--- config.mk ---
export PLATFORM = sky130hd
export DESIGN_NAME = game_sequencer
export DESIGN_NICKNAME = d
export VERILOG_FILES = /design/src/rtl/game_sequencer_pkg.sv /design/src/rtl/btn_edge_sync.sv /design/src/rtl/game_sequencer.sv
export SDC_FILE = /design/constraint.sdc
export NUM_CORES = 1
export LEC_CHECK = 0
export ABC_AREA = 1
export CAP_MARGIN = 20
export CORE_AREA = 2 2 48 95
export DETAILED_ROUTE_END_ITERATION = 12
export DIE_AREA = 0 0 50 97
export GPL_TIMING_DRIVEN = 0
export PLACE_DENSITY = 0.74
export REMOVE_ABC_BUFFERS = 1
export SLEW_MARGIN = 20
export SYNTH_ARGS = -nofsm -noshare
export SYNTH_HDL_FRONTEND = slang
export SYNTH_SLANG_ARGS = --single-unit
export TNS_END_PERCENT = 20
--- constraint.sdc ---
create_clock -name gameClk -period 1.6 [get_ports gameClk]
set_clock_uncertainty 0.1 [all_clocks]
set_input_delay 0.24 -clock gameClk [delete_from_list [all_inputs] [get_ports gameClk]]
set_output_delay 0.24 -clock gameClk [all_outputs]
set_load 0.005 [all_outputs]
--- src/rtl/game_sequencer_pkg.sv ---
// rtl/game_sequencer_pkg.sv - shared state encodings and default widths for game_sequencer
package game_sequencer_pkg;

    localparam logic [2:0] ST_ATTRACT   = 3'd0;
    localparam logic [2:0] ST_COUNTDOWN = 3'd1;
    localparam logic [2:0] ST_PLAY      = 3'd2;
    localparam logic [2:0] ST_DYING     = 3'd3;
    localparam logic [2:0] ST_OVER      = 3'd4;

    localparam int GS_SCREEN_HEIGHT = 480;
    localparam int GS_CEILING_Y     = GS_SCREEN_HEIGHT;
    localparam int GS_SCORE_W       = 10;
    localparam int GS_Y_W           = 11;

endpackage

--- src/rtl/btn_edge_sync.sv ---
// rtl/btn_edge_sync.sv - 2-FF synchronizer with one-tick rising-edge pulse for a raw button
module btn_edge_sync (
    input  logic clk,
    input  logic rst_n,
    input  logic din,
    output logic pulse
);

    logic s1_q, s1_d;
    logic s2_q, s2_d;
    logic prev_q, prev_d;

    always_comb begin
        s1_d   = din;
        s2_d   = s1_q;
        prev_d = s2_q;
    end

    always_ff @(posedge clk or negedge rst_n) begin
        if (!rst_n) begin
            s1_q   <= 1'b0;
            s2_q   <= 1'b0;
            prev_q <= 1'b0;
        end else begin
            s1_q   <= s1_d;
            s2_q   <= s2_d;
            prev_q <= prev_d;
        end
    end

    assign pulse = s2_q & ~prev_q;

endmodule

--- src/rtl/game_sequencer.sv ---
// rtl/game_sequencer.sv - flappy-bird game-flow FSM; GAME_SEQ_BOUNDS_KILL_EN adds floor/ceiling kill
module game_sequencer
    import game_sequencer_pkg::*;
#(
    parameter int COUNTDOWN_TICKS = 96,
    parameter int DEATH_TICKS     = 64,
    parameter int FLASH_SHIFT     = 3,
    parameter int SCORE_W         = GS_SCORE_W,
    parameter int Y_W             = GS_Y_W,
    parameter int CEILING_Y       = GS_CEILING_Y
) (
    input  logic               gameClk,
    input  logic               reset,
    input  logic               button,
    input  logic               hitColumn,
    input  logic               passColumn,
    input  logic [SCORE_W-1:0] score,
    input  logic [Y_W-1:0]     bird_y,
    output logic               run,
    output logic               finished,
    output logic               world_reset,
    output logic               flap,
    output logic               flash,
    output logic [SCORE_W-1:0] best_score,
    output logic [2:0]         state
);

    localparam int CNT_MAX = (COUNTDOWN_TICKS > DEATH_TICKS) ? COUNTDOWN_TICKS : DEATH_TICKS;
    localparam int CNT_W   = ($clog2(CNT_MAX) < 1) ? 1 : $clog2(CNT_MAX);
    localparam logic [CNT_W-1:0] CD_LOAD    = CNT_W'(COUNTDOWN_TICKS - 1);
    localparam logic [CNT_W-1:0] DEATH_LOAD = CNT_W'(DEATH_TICKS - 1);
    localparam int FL_W = (FLASH_SHIFT < 1) ? 1 : FLASH_SHIFT;
    localparam logic [FL_W-1:0] FLASH_LAST = FL_W'((1 << FLASH_SHIFT) - 1);

    logic               click;
    logic               kill;
    logic [2:0]         state_q, state_d;
    logic [CNT_W-1:0]   cnt_q, cnt_d;
    logic [FL_W-1:0]    fcnt_q, fcnt_d;
    logic               run_q, run_d;
    logic               finished_q, finished_d;
    logic               world_reset_q, world_reset_d;
    logic               flap_q, flap_d;
    logic               flash_q, flash_d;
    logic [SCORE_W-1:0] best_q, best_d;

    btn_edge_sync u_btn (
        .clk   (gameClk),
        .rst_n (reset),
        .din   (button),
        .pulse (click)
    );

`ifdef GAME_SEQ_BOUNDS_KILL_EN
    localparam logic [Y_W-1:0] CEIL = Y_W'(CEILING_Y);
    logic unused_inputs;
    assign unused_inputs = passColumn;
    assign kill = hitColumn | (bird_y == '0) | (bird_y >= CEIL);
`else
    logic unused_inputs;
    assign unused_inputs = ^{passColumn, bird_y};
    assign kill = hitColumn;
`endif

    always_comb begin
        state_d       = state_q;
        cnt_d         = cnt_q;
        fcnt_d        = fcnt_q;
        flash_d       = flash_q;
        best_d        = best_q;
        world_reset_d = 1'b0;
        flap_d        = 1'b0;

        // the blink phase runs continuously from DYING entry through OVER
        if (state_q == ST_DYING || state_q == ST_OVER) begin
            if (fcnt_q == FLASH_LAST) begin
                fcnt_d  = '0;
                flash_d = ~flash_q;
            end else begin
                fcnt_d = fcnt_q + 1'b1;
            end
        end

        case (state_q)
            ST_ATTRACT: begin
                if (click) begin
                    state_d       = ST_COUNTDOWN;
                    cnt_d         = CD_LOAD;
                    world_reset_d = 1'b1;
                end
            end
            ST_COUNTDOWN: begin
                if (cnt_q == '0) state_d = ST_PLAY;
                else             cnt_d   = cnt_q - 1'b1;
            end
            ST_PLAY: begin
                if (kill) begin
                    state_d = ST_DYING;
                    cnt_d   = DEATH_LOAD;
                    fcnt_d  = '0;
                    flash_d = 1'b1;
                    if (score > best_q) best_d = score;
                end else begin
                    flap_d = click;
                end
            end
            ST_DYING: begin
                if (cnt_q == '0) state_d = ST_OVER;
                else             cnt_d   = cnt_q - 1'b1;
            end
            ST_OVER: begin
                if (click) begin
                    state_d       = ST_ATTRACT;
                    world_reset_d = 1'b1;
                    fcnt_d        = '0;
                    flash_d       = 1'b0;
                end
            end
            default: begin
                state_d = ST_ATTRACT;
                flash_d = 1'b0;
            end
        endcase

        run_d      = (state_d == ST_PLAY);
        finished_d = (state_d == ST_DYING) || (state_d == ST_OVER);
    end

    always_ff @(posedge gameClk or negedge reset) begin
        if (!reset) begin
            state_q       <= ST_ATTRACT;
            cnt_q         <= '0;
            fcnt_q        <= '0;
            run_q         <= 1'b0;
            finished_q    <= 1'b0;
            world_reset_q <= 1'b0;
            flap_q        <= 1'b0;
            flash_q       <= 1'b0;
            best_q        <= '0;
        end else begin
            state_q       <= state_d;
            cnt_q         <= cnt_d;
            fcnt_q        <= fcnt_d;
            run_q         <= run_d;
            finished_q    <= finished_d;
            world_reset_q <= world_reset_d;
            flap_q        <= flap_d;
            flash_q       <= flash_d;
            best_q        <= best_d;
        end
    end

    assign state       = state_q;
    assign run         = run_q;
    assign finished    = finished_q;
    assign world_reset = world_reset_q;
    assign flap        = flap_q;
    assign flash       = flash_q;
    assign best_score  = best_q;

endmodule

## Word-level counts from Yosys, hierarchy flattened

Cells that the tools add are included.

| word-level totals | value |
|---|---|
| flip-flop bits (word level) | 31 |
| input port bits | 26 |
| output and inout port bits | 18 |
| logic and storage cells | 63 |

| operators by class | value |
|---|---|
| add/sub/neg operators | 2 |
| $lt $le $gt $ge | 1 |
| equality and inequality tests | 11 |
| multiplexer cells | 24 |
| bitwise logic cells | 3 |
| reduce and logical (&&, ||, !) cells | 10 |

Operator list:

| cell | count |
|---|---|
| $mux W3 | 9 |
| $mux W7 | 3 |
| $pmux W7 S3 | 1 |
| $pmux W3 S5 | 1 |
| $eq A3 B2 Y1 const B | 4 |
| $gt A10 B10 Y1 | 1 |
| $eq A3 B3 Y1 const B | 3 |
| $mux W1 | 8 |
| $logic_not A7 Y1 | 1 |
| $sub A7 B1 Y7 const B | 1 |
| $ne A2 B2 Y1 const B | 3 |
| $pmux W3 S2 | 1 |
| $reduce_and A4 Y1 | 1 |
| $reduce_or A2 Y1 | 2 |
| $add A3 B1 Y3 const B | 1 |
| $eq A3 B1 Y1 const B | 1 |
| $logic_not A3 Y1 | 1 |
| $pmux W1 S3 | 1 |
| $reduce_and A3 Y1 | 1 |
| $reduce_bool A3 Y1 | 1 |
| $reduce_or A3 Y1 | 1 |
| $logic_or A1 B1 Y1 | 2 |
| $not A1 Y1 | 2 |
| $and A1 B1 Y1 | 1 |

## Logic depth before layout (Yosys ltp)

Gate-level depths: netlist of the first run.

| depth | value |
|---|---|
| depth in word-level cells | 6 |
| mapped depth | 11 |
| depth with buffers taken out | 11 |

## By module

A second synthesis of the first run with hierarchy kept.

| second synthesis, totals | value |
|---|---|
| cell total of the unflattened synthesis | 219 |
| area, all modules | 1735.4 µm² |

Modules (own cells, without submodules):

| module | times used | cells each | area an instance (µm²) | sequential area each (µm²) |
|---|---|---|---|---|
| game_sequencer | 1 | 214 | 1650.3 | 700.7 |
| btn_edge_sync | 1 | 5 | 85.1 | 75.1 |

## Worst setup path before layout of the first run

OpenSTA, ideal clock, no wires.

| timing | value |
|---|---|
| kind | register -> register |
| start | register best_q[9] (netlist: best_score[9]) |
| end | register best_q[0] (netlist: best_score[0]) |
| library setup time | 0.117 ns |
| data arrival time | 1.341 ns |
| data required time | 1.383 ns |
| slack | 0.042 ns |
| stages on the path, launching flop included | 11 |
| buffers on the path | 1 |
| clock period less this slack | 1.558 ns |
| cell sequence | dfrtp_1 > inv_1 > ha_1 > nand2_1 > nor2_1 > nand3b_1 > nand2_1 > inv_1 > buf_4 > nand3_1 > nand2_1 |

| on the way | value |
|---|---|
| longest elaborated chain between the ends | 2 |

RTL lines:

| item | line | source |
|---|---|---|
| start: declaration | game_sequencer.sv:45 | `logic [SCORE_W-1:0] best_q, best_d;` |
| start signal: assignment | game_sequencer.sv:149 | `best_q <= best_d;` |
| $gt A10 B10 Y1 | game_sequencer.sv:102 | `if (score > best_q) best_d = score;` |
| $reduce_and A3 Y1 (no line) | - |  |

No other way between the ends.
A chain may end at the register's enable or synchronous reset.

## Worst setup path in the final report of the first run

| timing | value |
|---|---|
| start | input score[9] |
| end | register best_q[2] (netlist: best_score[2]) |

| on the way | value |
|---|---|
| longest elaborated chain between the ends | 2 |

RTL lines:

| item | line | source |
|---|---|---|
| start: declaration | game_sequencer.sv:17 | `input logic [SCORE_W-1:0] score,` |
| $gt A10 B10 Y1 | game_sequencer.sv:102 |  |
| $reduce_and A3 Y1 (no line) | - |  |

No other way between the ends.

==> results of run 1 <==
-- Yosys cell counts (3+ instances only) --
cell | number | area [um2]
nand2_1 | 62 | 233
inv_1 | 33 | 124
dfrtp_1 | 31 | 776
nand3_1 | 23 | 115
nor2_1 | 18 | 67.6
ha_1 | 13 | 163
a21oi_1 | 6 | 30.0
nand2_2 | 4 | 25.0
nor3_1 | 4 | 20.0
inv_2 | 3 | 11.3
nand3b_1 | 3 | 22.5
nand4_1 | 3 | 18.8
o21ai_0 | 3 | 15.0
o21ai_2 | 3 | 26.3
-- per-layer routing --
layer / vias to the layer above / part of all wire
met1: 741 / 0.35
met3: 9 / 0.028
met2: 35 / 0.58
met4: 0 / 0.034
li1: 786 / -
met5: - / 0
-- layout make-up --
class,instances,area [um2],area share
Timing Repair inverter,1,5.00,0.00208
Multi-Input combinational cell,153,986,0.409
Tap cell,52,65.1,0.0270
Sequential cell,31,779,0.323
Timing Repair Buffer,37,360,0.150
Inverter,36,141,0.0587
Clock buffer,6,72.6,0.0301
-- tightest hold or removal path: stages --
cell	delay (ns)
dlymetal6s2s_1	0.16
nand3_1	0.09
nand2_1	0.05
-- what timing repair did --
action	in CTS	in global routing
endpoints found under the hold margin	31	0
gates resized for setup	19	30
hold buffers	1	0
gates cloned	2	0
pin swaps	9	12
endpoints found under the setup margin	23	25
setup buffers	4	1
-- state kept, by name, summed over array words and instances, names as in the netlist --
signal / cells
fcnt_q: 3
run: 1
u_btn.prev_d: 1
u_btn.prev_q: 1
u_btn.s1_q: 1
state: 3
flap: 1
world_reset: 1
best_score: 10
cnt_q: 7
finished: 1
flash: 1
-- worst max path at each step --
stage                              startpoint                        end  slack (ns)  cells after the start
global route        best_score[8]$_DFFE_PN0P_  best_score[2]$_DFFE_PN0P_       -0.31                     10
finish                               score[9]  best_score[2]$_DFFE_PN0P_       -0.24                     10
detailed placement                   score[9]  best_score[1]$_DFFE_PN0P_       -0.74                      9
global placement                     score[5]  best_score[0]$_DFFE_PN0P_       -0.74                      9
floorplan           best_score[9]$_DFFE_PN0P_  best_score[0]$_DFFE_PN0P_       -0.13                      9
CTS                 best_score[7]$_DFFE_PN0P_  best_score[1]$_DFFE_PN0P_       -0.18                     10
-- per-stage QoR --
stage	instance area, um2	power (uW)	cells	TNS, ns
finish	2410	3950	316	-2.22
global route	2410	4320	316	-3.24
CTS	2270	3710	315	-1.67
detailed placement	2100	3010	302	-8.61
global placement	2110	2960	302	-22.05
floorplan	1730	2360	219	-1.34
-- power by group --
group | internal (uW) | switching (uW) | leakage (uW) | total [uW]
Combinational | 978 | 1080 | 0.000808 | 2060
Clock | 289 | 271 | 0.0000371 | 560
Sequential | 1090 | 238 | 0.000369 | 1330
-- cells by family (layout without fill, tap and decap cells) --
group           Yosys count  in the layout  share of synthesized area
fa+ha+maj                13             13                     0.0921
simple gates            122            123                      0.308
compound gates           14             14                     0.0489
buf+inv                  40             80                     0.0964
flops                    31             31                      0.439
xor+xnor                  3              3                     0.0149
==> results.yml, run 1 <==
cells_and_area:
  fin_util: 0.590
  n_fill_cell: 352
  final_layout_size_suffix_gt1_frac: 0.231
  antenna_cells: 0
  fin_nets: 304
  layout_common_cells: "nand2_1 (52), dfrtp_1 (28), inv_1 (26), clkdlybuf4s50_1 (24), nand3_1 (21)"
  area_delta_synth_final_pct: 36.5
  final_common_cell: "nand2_1"
setup_path:
  r2r_cells: 10
  reg2reg_to: "best_score[2]$_DFFE_PN0P_"
  crit_required_ns: 1.72
  max_stage_delay_ns: 0.49
  end_kind: "flop"
  arrival_ns: 1.97
  startpoint_type: "input port"
  path_buf_inv: 2
  cp_slowest_cell: "clkdlybuf4s50_1"
  worstSetupPathType: "in2reg"
  critPathMaxFanout: 7
  r2r_slack_ns: -0.22
  crit_path_cell_trace: "clkdlybuf4s50_1 > ha_4 > nand2_2 > nor2_4 > nand3b_1 > nand2_2 > clkinvlp_4 > nand2_4 > nand2_1 > nand2_1"
  critical_path.top_delay_family: "simple AND/OR/NAND/NOR gates"
  timing.rr.start: "best_score[8]$_DFFE_PN0P_"
yosys:
  ys_types: 25
  synth_edf_count: 0
  async_reset_ff_frac: 1.00
  yosys_warnings: 0
  ys_ff_latch: 31
  netlist_area_um2: 1770
  synth_cells: 223
  synth_top_flop_cell: "dfrtp_1"
  avgSynthCellArea_um2: 7.92
  ys_seq_area_frac: 0.439
power_and_ir_drop:
  p_leak_uw: 0.00121
  power_density_nw_per_um2: 1640
  ir_drop_v: 0.000841
timing:
  relSlewSlack: 0.533
  hold_violations: 0
  max_freq_mhz: 542
  fin_crit_ns: 1.84
  drv_slew: 0
  layout_worst_path_cycle_share: 1.15
  setup_viol: 10
  rsz0062_at_grt: "yes"
  tightest_slew_ns: 0.701
  layout_setup_ws_ns: -0.243
  whs_ns: 0.198
global_route:
  grt_pass1_vias: 1529
  track_usage: 0.173
  grt-busiest-layer: "met2"
  use_met2: 0.313
  grt.overflow.total: 0
  grt_pass1_wl_um: 6530
  grt_use_met3: 0.0401
  antenna_found_initial: 0
  grt_max_degree: 32
  grt_util_met1: 0.171
clock_network:
  ctsLongestPathBuffers: 2
  clock_tree.root_cell: "clkbuf_8"
  cts_tree: "yes"
  numCtsBuffers: 5
  h-tree-depth: 2
  clock_sinks: 31
  clk_pin_slew_ns: 0.07
  clock_latency_ns: 0.28
drt:
  drtIter0Drc: 29
  wl_per_cell_um: 12.9
  wl_um: 4080
  postRouteAntennaNets: 0
  route.detailed.drc: 0
  avgViaCountPerCell: 4.97
  vias: 1571
  drtPass1Iterations: 4
floorplan:
  die_width_um: 50
  pin_count: 44
  start_util: 0.432
  row_count: 33
  die_h_um: 97
  core_area_um2: 4090
  dieArea_um2: 4850
place:
  place_congestion: 0.838
  portBuffers: 31
  pre_cts_ws_ns: -0.743
  place_hpwl_um: 2750
hold_path:
  hold_end: "best_score[5]$_DFFE_PN0P_"
  hold_class: "in2reg"
  holdPathStages: 3
  min_from: "score[5]"
run_status:
  outcome: "finished, violations left"
  violations: "negative setup slack"
flow_run:
  maxCapViolCount: 0
Power figures use the tool's default switching activity.
==> inputs of run 2 (changes only) <==
--- a/config.mk
+++ b/config.mk
@@ -8,11 +8,13 @@
 export ABC_AREA = 1
 export CAP_MARGIN = 20
 export CORE_AREA = 2 2 48 95
+export CTS_CLUSTER_SIZE = 24
 export DETAILED_ROUTE_END_ITERATION = 12
 export DIE_AREA = 0 0 50 97
 export GPL_TIMING_DRIVEN = 0
 export PLACE_DENSITY = 0.74
 export REMOVE_ABC_BUFFERS = 1
+export SETUP_SLACK_MARGIN = 0.1
 export SLEW_MARGIN = 20
 export SYNTH_ARGS = -nofsm -noshare
 export SYNTH_HDL_FRONTEND = slang
==> run 2 against run 1 <==
Effect of this change:
- the run still ends with negative setup slack left
- critical path depth is the same
- routed wire length up 0.79%
- clock power about the same
- flip-flop and latch count did not move
- worst setup slack improved by 0.018 ns
- non-clock buffer count is the same
- total power about the same
- first-iteration DRC count shrank 10%
- global-route usage grew 0.16 points
- sequential share of layout area shrank 0.12 points
- highest routed layer unchanged
- critical path type unchanged
- register-to-register slack about the same
- fmax grew 0.96%
==> results.yml, run 2 (synthesis gave the netlist of run 1 again) <==
global_route:
  grt_max_degree: 32
  antenna_found_initial: 0
  grt.overflow.total: 0
  grt_pass1_wl_um: 6600
  track_usage: 0.174
  grt_pass1_vias: 1535
setup_path:
  reg2reg_to: "best_score[5]$_DFFE_PN0P_"
  worstSetupPathType: "in2reg"
  cp-startpoint: "score[9]"
  arrival_ns: 1.95
  crit_path_cell_trace: "clkdlybuf4s50_1 > ha_4 > nand2_2 > nor2_4 > nand3b_1 > nand2_2 > clkinvlp_4 > nand2_4 > nand2_2 > nand2_1"
  max_stage_delay_ns: 0.48
  timing.rr.start: "best_score[8]$_DFFE_PN0P_"
  path_buf_inv: 2
  r2r_cells: 10
  critPathMaxFanout: 7
  crit_required_ns: 1.72
  startpoint_type: "input port"
  end_kind: "flop"
  r2r_slack_ns: -0.22
  critical_path.top_delay_family: "simple AND/OR/NAND/NOR gates"
  cp_common_cell: "nand2_2"
  cp_slowest_cell: "clkdlybuf4s50_1"
clock_network:
  clock_latency_ns: 0.29
  cts_tree: "yes"
  clock_sinks: 31
  ctsLongestPathBuffers: 2
  clk_pin_slew_ns: 0.06
  clock_tree.root_cell: "clkbuf_8"
  numCtsBuffers: 5
  h-tree-depth: 2
place:
  portBuffers: 31
  post_dp_cell_area_um2: 2100
  place_hpwl_um: 2750
  place_congestion: 0.838
power_and_ir_drop:
  p_leak_uw: 0.00125
  power_density_nw_per_um2: 1630
  ir_drop_v: 0.000891
hold_path:
  hold_class: "in2reg"
  min_from: "score[5]"
  hold_end: "best_score[5]$_DFFE_PN0P_"
  holdPathStages: 3
timing:
  max_freq_mhz: 548
  layout_worst_path_cycle_share: 1.14
  hold_violations: 0
  tightest_slew_ns: 0.715
  layout_setup_ws_ns: -0.226
  rsz0062_at_grt: "yes"
  fin_crit_ns: 1.83
  drv_slew: 0
  timing.setup.tns_ns: -2.10
  relSlewSlack: 0.523
  setup_viol: 10
cells_and_area:
  layout.area.seq_um2: 779
  area_delta_synth_final_pct: 37.0
  finish.instance_area_um2: 2420
  final_layout_size_suffix_gt1_frac: 0.235
  final_common_cell: "nand2_1"
  layout_common_cells: "nand2_1 (51), dfrtp_1 (28), inv_1 (26), nand3_1 (22), clkdlybuf4s50_1 (14)"
  multiInputGateArea_um2: 996
  n_fill_cell: 354
  largest_reg_flops: 10
  fin_nets: 304
  antenna_cells: 0
run_status:
  outcome: "finished, violations left"
  violations: "negative setup slack"
floorplan:
  die_width_um: 50
  dieArea_um2: 4850
  die_h_um: 97
  row_count: 33
  core_area_um2: 4090
  pin_count: 44
  start_util: 0.432
drt:
  vias: 1580
  wl_per_cell_um: 13.0
  route.detailed.drc: 0
  drtPass1Iterations: 4
  wl_um: 4110
  avgViaCountPerCell: 5.00
  drtIter0Drc: 26
  postRouteAntennaNets: 0
flow_run:
  maxCapViolCount: 0
-- run 2: timing repair --
action | 4_1_cts | 5_1_grt
resized for setup | 29 | 35
buffers inserted | 4 | 1
pin swaps | 12 | 17
endpoints found under the setup margin | 30 | 31
hold buffers | 1 | 0
endpoints found under the hold margin | 31 | 0
cloned | 2 | 0
-- run 2: layer usage --
layer	routed length [um]	part of all wire	track usage
met1	1450	0.35	0.175
met5	0	0	0
met3	122	0.030	0.0401
met2	2390	0.58	0.314
met4	148	0.036	0.0962
-- run 2: where the power goes --
part,internal [uW],switching [uW]
Sequential,1090,242
Clock,289,274
Combinational,945,1100
-- run 2: area by class of cell --
| class | instances | share of cell area |
|---|---|---|
| clock buffers | 6 | 0.0300 |
| flip-flops and latches | 31 | 0.322 |
| repair inverters | 1 | 0.00207 |
| inverters | 36 | 0.0595 |
| well taps | 52 | 0.0269 |
| multi-input cells | 153 | 0.412 |
| repair buffers | 37 | 0.147 |
-- run 2: worst max path at each step --
stage,endpoint,slack (ns),depth (start not counted)
2_1_floorplan,best_score[0]$_DFFE_PN0P_,-0.13,9
3_3_place_gp,best_score[0]$_DFFE_PN0P_,-0.74,9
3_5_place_dp,best_score[1]$_DFFE_PN0P_,-0.74,9
4_1_cts,best_score[1]$_DFFE_PN0P_,-0.17,10
5_1_grt,best_score[7]$_DFFE_PN0P_,-0.30,10
6_report,best_score[5]$_DFFE_PN0P_,-0.23,10
-- run 2: worst register-to-register path: stages (launching register included) --
cell,delay (ns)
dfrtp_1,0.37
inv_1,0.06
ha_1,0.29
nand2_2,0.08
nor2_4,0.12
nand3b_1,0.09
nand2_2,0.11
clkinvlp_4,0.21
nand2_4,0.18
nand2_2,0.06
nand2_1,0.06
-- run 2: per-stage QoR --
step	worst slack, ns	hold WS (ns)	total power (uW)	cells	util
after floorplan	-0.134	-0.156	2360	219	-
after global placement	-0.742	0.232	2960	302	0.515
after detailed placement	-0.743	0.225	3010	302	0.514
after CTS	-0.174	0.250	3690	315	0.557
after global routing	-0.301	0.242	4310	316	0.592
final	-0.226	0.217	3950	316	0.592
